--- src/rtl/seq_alu.sv ---
// Sequential ALU: single-cycle logic/arithmetic ops plus iterative multiply and shifts.
module seq_alu #(
  parameter int unsigned WIDTH = 8
) (
  input  logic             CLK,
  input  logic             RESET,
  input  logic             START,
  input  logic [2:0]       SELECT,
  input  logic [WIDTH-1:0] DATA1,
  input  logic [WIDTH-1:0] DATA2,
  output logic [WIDTH-1:0] RESULT,
  output logic             ZERO,
  output logic             CARRY,
  output logic             OVERFLOW,
  output logic             BUSY,
  output logic             DONE
);

  localparam int unsigned SW = $clog2(WIDTH);
  localparam int unsigned CW = SW + 1;

  localparam logic [2:0] OP_FWD = 3'd0;
  localparam logic [2:0] OP_ADD = 3'd1;
  localparam logic [2:0] OP_AND = 3'd2;
  localparam logic [2:0] OP_OR  = 3'd3;
  localparam logic [2:0] OP_SUB = 3'd4;
  localparam logic [2:0] OP_MUL = 3'd5;
  localparam logic [2:0] OP_SLL = 3'd6;
  localparam logic [2:0] OP_SRA = 3'd7;

  typedef enum logic {
    S_IDLE = 1'b0,
    S_EXEC = 1'b1
  } state_e;

  state_e           state_q, state_d;
  logic [CW-1:0]    cnt_q, cnt_d;
  logic [WIDTH-1:0] a_q, a_d;
  logic [WIDTH-1:0] b_q, b_d;
  logic [2:0]       op_q, op_d;
  logic [WIDTH-1:0] acc_q, acc_d;
  logic [WIDTH-1:0] result_q, result_d;
  logic             zero_q, zero_d;
  logic             carry_q, carry_d;
  logic             ovf_q, ovf_d;
  logic             busy_q, busy_d;
  logic             done_q, done_d;

  logic [SW-1:0]    shamt_in_c;
  logic [SW-1:0]    shamt_c;
  logic [WIDTH:0]   sum_c;
  logic [WIDTH:0]   diff_c;
  logic [WIDTH-1:0] step_c;
  logic [WIDTH-1:0] fin_res_c;
  logic             fin_carry_c;
  logic             fin_ovf_c;

  assign shamt_in_c = DATA2[SW-1:0];
  assign shamt_c    = b_q[SW-1:0];
  assign sum_c      = {1'b0, a_q} + {1'b0, b_q};
  assign diff_c     = {1'b0, a_q} - {1'b0, b_q};

  // One iteration of the multi-cycle ops (shift-add multiply, single-bit shifts).
  always_comb begin
    step_c = acc_q;
    case (op_q)
      OP_MUL:  step_c = acc_q + (b_q[0] ? a_q : '0);
      OP_SLL:  if (shamt_c != '0) step_c = acc_q << 1;
      OP_SRA:  if (shamt_c != '0) step_c = $unsigned($signed(acc_q) >>> 1);
      default: step_c = acc_q;
    endcase
  end

  // Result and flags presented at the completing edge.
  always_comb begin
    fin_res_c   = '0;
    fin_carry_c = 1'b0;
    fin_ovf_c   = 1'b0;
    case (op_q)
      OP_FWD: fin_res_c = b_q;
      OP_ADD: begin
        fin_res_c   = sum_c[WIDTH-1:0];
        fin_carry_c = sum_c[WIDTH];
        fin_ovf_c   = (a_q[WIDTH-1] == b_q[WIDTH-1]) && (sum_c[WIDTH-1] != a_q[WIDTH-1]);
      end
      OP_AND: fin_res_c = a_q & b_q;
      OP_OR:  fin_res_c = a_q | b_q;
      OP_SUB: begin
        fin_res_c   = diff_c[WIDTH-1:0];
        fin_carry_c = ~diff_c[WIDTH];
        fin_ovf_c   = (a_q[WIDTH-1] != b_q[WIDTH-1]) && (diff_c[WIDTH-1] != a_q[WIDTH-1]);
      end
      default: fin_res_c = step_c;
    endcase
  end

  // Next-state and next-output logic for the IDLE/EXEC controller.
  always_comb begin
    state_d  = state_q;
    cnt_d    = cnt_q;
    a_d      = a_q;
    b_d      = b_q;
    op_d     = op_q;
    acc_d    = acc_q;
    result_d = result_q;
    zero_d   = zero_q;
    carry_d  = carry_q;
    ovf_d    = ovf_q;
    busy_d   = busy_q;
    done_d   = 1'b0;
    case (state_q)
      S_IDLE: begin
        if (START) begin
          a_d     = DATA1;
          b_d     = DATA2;
          op_d    = SELECT;
          acc_d   = (SELECT == OP_MUL) ? '0 : DATA1;
          state_d = S_EXEC;
          busy_d  = 1'b1;
          case (SELECT)
            OP_MUL:         cnt_d = CW'(WIDTH);
            OP_SLL, OP_SRA: cnt_d = (shamt_in_c == '0) ? CW'(1) : {1'b0, shamt_in_c};
            default:        cnt_d = CW'(1);
          endcase
        end
      end
      S_EXEC: begin
        acc_d = step_c;
        cnt_d = cnt_q - CW'(1);
        if (op_q == OP_MUL) begin
          a_d = a_q << 1;
          b_d = b_q >> 1;
        end
        if (cnt_q == CW'(1)) begin
          state_d  = S_IDLE;
          busy_d   = 1'b0;
          done_d   = 1'b1;
          result_d = fin_res_c;
          zero_d   = (fin_res_c == '0);
          carry_d  = fin_carry_c;
          ovf_d    = fin_ovf_c;
        end
      end
      default: begin
        state_d = S_IDLE;
        busy_d  = 1'b0;
      end
    endcase
  end

  // State and output registers; reset aborts any operation in flight.
  always_ff @(posedge CLK or negedge RESET) begin
    if (!RESET) begin
      state_q  <= S_IDLE;
      cnt_q    <= '0;
      a_q      <= '0;
      b_q      <= '0;
      op_q     <= '0;
      acc_q    <= '0;
      result_q <= '0;
      zero_q   <= 1'b1;
      carry_q  <= 1'b0;
      ovf_q    <= 1'b0;
      busy_q   <= 1'b0;
      done_q   <= 1'b0;
    end else begin
      state_q  <= state_d;
      cnt_q    <= cnt_d;
      a_q      <= a_d;
      b_q      <= b_d;
      op_q     <= op_d;
      acc_q    <= acc_d;
      result_q <= result_d;
      zero_q   <= zero_d;
      carry_q  <= carry_d;
      ovf_q    <= ovf_d;
      busy_q   <= busy_d;
      done_q   <= done_d;
    end
  end

  assign RESULT   = result_q;
  assign ZERO     = zero_q;
  assign CARRY    = carry_q;
  assign OVERFLOW = ovf_q;
  assign BUSY     = busy_q;
  assign DONE     = done_q;

endmodule
--- config.mk ---
export PLATFORM = sky130hd
export DESIGN_NAME = seq_alu
export DESIGN_NICKNAME = d
export VERILOG_FILES = /design/src/rtl/seq_alu.sv
export SDC_FILE = /design/constraint.sdc
export NUM_CORES = 1
export LEC_CHECK = 0
export CAP_MARGIN = 10
export CORE_AREA = 8 8 73 106
export CTS_CLUSTER_SIZE = 12
export DETAILED_ROUTE_END_ITERATION = 10
export DIE_AREA = 0 0 81 114
export GPL_TIMING_DRIVEN = 0
export MAX_ROUTING_LAYER = met4
export PLACE_DENSITY = 0.94
export SYNTH_ARGS = -nofsm -noshare
export SYNTH_HDL_FRONTEND = slang
export SYNTH_SLANG_ARGS = --single-unit
--- constraint.sdc ---
create_clock -name CLK -period 4.9 [get_ports CLK]
set_input_delay 0.98 -clock CLK [delete_from_list [all_inputs] [get_ports CLK]]
set_output_delay 0.98 -clock CLK [all_outputs]
set_load 0.05 [all_outputs]
==> impl_metrics.toml <==
[cts]
htree_levels = 2
clock-root-buffer = "clkbuf_8"
numCtsBuffers = 5
clk_pin_slew_ns = 0.10
cts_tree = "yes"
ctsHoldBuffers = 0
clock_path_buffers = 2
post_cts_resized = 0
clkLatencyLatePin_ns = 0.32
clkSinkCount = 45
postCtsSetupBuffers = 0

[floorplanning]
num_rows = 35
die_y_um = 114
die_area_um2 = 9234
ios = 35
fp.dieW_um = 81
start_util_pct = 61.59
core_um2 = 6131

[timing]
tightest_slew_ns = 0.8059
fin_crit_sh_pct = 65.39
fin_worst_skew_ns = 0.005382
rsz0062_at_grt = "false"
worst_slack_ns = 1.696
fin_crit_ns = 3.204
hold_viol_final = 0
slew_viol_final = 0
finalSetupTns_ns = 0
fin_hold_ws_ns = 0.4712
fmax_mhz = 312.1
slew_headroom_pct = 46.16
setup_viol = 0

[setup_path]
crit_chain = "inv_1, nor2_1, ha_1, and4_1, nor2_1, xor2_1, o22ai_1, nor3_1, nor4bb_1, a32o_2"
cpMostUsedCell = "nor2_1"
worst_path_max_delay_cell = "dfrtp_1"
startpoint_type = "flip-flop"
ff2ff_setup_slack_ns = 1.70
setup.worst_path.class = "flip-flop to flip-flop"
worst-path-buf-inv = 1
reg2reg_depth = 10
worstPathMaxFanout = 9
arrival_ns = 3.47
worstSetupStartpoint = "b_q[0]"
timing.rr.start = "b_q[0]"
cp.required_ns = 5.17
cp.depth = 10
crit_path_end_kind = "flip-flop"
cp_slowest_stage_delay_ns = 0.65
path_delay_family = "simple AND/OR/NAND/NOR gates"

[power_and_ir_drop]
power.internal_mw = 1.485
p_total_mw = 3.243
power.share.clock_pct = 8.1
p_leak_nw = 1.960
swShare_pct = 54.21
power.switching_mw = 1.758
power_density_nw_per_um2 = 750.5
ir_drop_uv = 506.7
seq_power_share_pct = 23.3
pwr-share-comb_pct = 68.7

[global_route]
grt_max_degree = 42
gr-total-overflow = 0
grt_pass1_wl_um = 18710
track_usage_pct = 26.43
grt_pass1_vias = 3828
antenna_found_initial = 0

[synthesis]
synth.avg_cell_area_um2 = 8.354
synth.area.top_cells = "dfrtp_1 (29%), ha_1 (11%), mux2i_1 (5.8%)"
synth_edf_count = 0
ys_seq_area_share_pct = 29.85
synthArstFlopShare_pct = 100.0
yosysWarningCount = 0
syn_inst = 452
synth_ff_type = "dfrtp_1"
synth.cell_area_um2 = 3776
yosys.area.top_type = "dfrtp_1"
yosysTopAreaCellShare_pct = 29.16
synthDistinctLibCells = 64
ys_seq_elements = 45
synth_nets = 510

[placement]
placed_cells = 561
port_buffers = 34
preCtsSetupSlack_ns = 1.671
gp_congestion = 1.025
placed_area_um2 = 4224
dp_hpwl_um = 8874

[finish]
final_util_pct = 70.49
drive_gt1_share_pct = 7.273
antennaDiodeCount = 0
syn2layout_area_growth_pct = 14.45
final_common_cell = "nor2_1"
mostFrequentLayoutCells = "nor2_1 (52), dfrtp_1 (44), nand2_1 (40)"
nNetsFinal = 552
stdcell_area_um2 = 4322
layoutNonFillerInstCount = 569

[drt]
final_antenna_net_count = 0
wire_per_inst_um = 20.24
viasPerCell = 6.582
drc_errors = 0
first_pass_iters = 6
vias = 3745
first_iter_violations = 290
drt_wl_total_um = 11520

[job]
maxCapViolations = 0

[run_status]
status = "finished, final reports clean"

[min_path]
holdCritPathClass = "primary input to async pin"
-- path summary, 6_finish.rpt --
kind / to
setup / recovery: ZERO
min in group CLK: BUSY
hold reg to reg: BUSY
max in group asynchronous: ZERO
setup reg to reg: ZERO
hold / removal: a_q[0]
-- worst reg2reg max path, delay by kind of cell (launching register included) --
kind | cells | cell delay, ns
compound gates | 2 | 0.36
xor+xnor | 1 | 0.17
fa+ha+maj | 1 | 0.27
buf+inv | 1 | 0.27
flops | 1 | 0.65
simple gates | 5 | 1.44
-- power groups by stage --
stage / clock network (mW) / registers, mW / logic [mW]
after floorplan: 0 / 0.876 / 1.42
after global placement: 0 / 0.742 / 2.11
after detailed placement: 0 / 0.752 / 2.17
after CTS: 0.262 / 0.745 / 2.19
after global routing: 0.273 / 0.774 / 2.42
final: 0.261 / 0.755 / 2.23
-- state kept, by name, indices dropped and copies added, names as in the netlist, 3 cells and up --
signal	flops
op_q	3
b_q	8
acc_q	8
cnt_q	4
RESULT	8
a_q	8
-- cells by family after synthesis --
kind of cell / count (synthesis) / share of synthesized area [%]
adders and majority gates: 36 / 12.53
and+or+nand+nor: 137 / 17.43
muxes: 24 / 6.428
buffers and inverters: 58 / 6.660
xor gates and xnor gates: 14 / 3.247
AOI/OAI and AO/OA: 138 / 23.86
DFF: 45 / 29.85
-- synth_stat cells, types with 2 or more instances --
library cell,count
xnor2_1,9
a211oi_1,10
clkbuf_1,12
ha_1,33
nand2b_1,2
a31oi_1,5
a32oi_1,2
buf_2,6
nor3_1,8
o211ai_1,6
a21o_1,3
a211o_1,2
dfrtp_1,44
nand4_1,4
a21oi_1,34
inv_1,34
fa_1,3
nor2_1,52
o22ai_1,5
nand2_1,40
o2111ai_1,2
nor2b_1,6
o21a_1,3
o31ai_1,3
a221o_1,2
a22oi_1,6
a22o_1,2
buf_6,3
o21ai_0,37
mux2i_1,22
a222oi_1,4
and3_1,3
o21bai_1,3
or3_1,4
mux2_2,2
nand3b_1,3
xor2_1,5
or3b_2,2
-- final cells by class --
type	count	area, µm²
Multi-Input combinational cell	349	2397
Fill cell	462	1809
Sequential cell	45	1127
Timing Repair Buffer	35	355.3
Inverter	35	131.4
Buffer	23	120.1
Tap cell	74	92.59
Clock buffer	5	68.82
Clock inverter	3	28.78
-- routing by layer --
metal / part of all wire [%] / GRT usage [%] / vias to the layer above
li1: - / - / 1699
met1: 37 / 27.27 / 1792
met2: 51 / 44.09 / 200
met3: 5.5 / 3.622 / 54
met4: 6.3 / 19.64 / 0
met5: 0 / - / -
(Power assumes the default switching activity.)
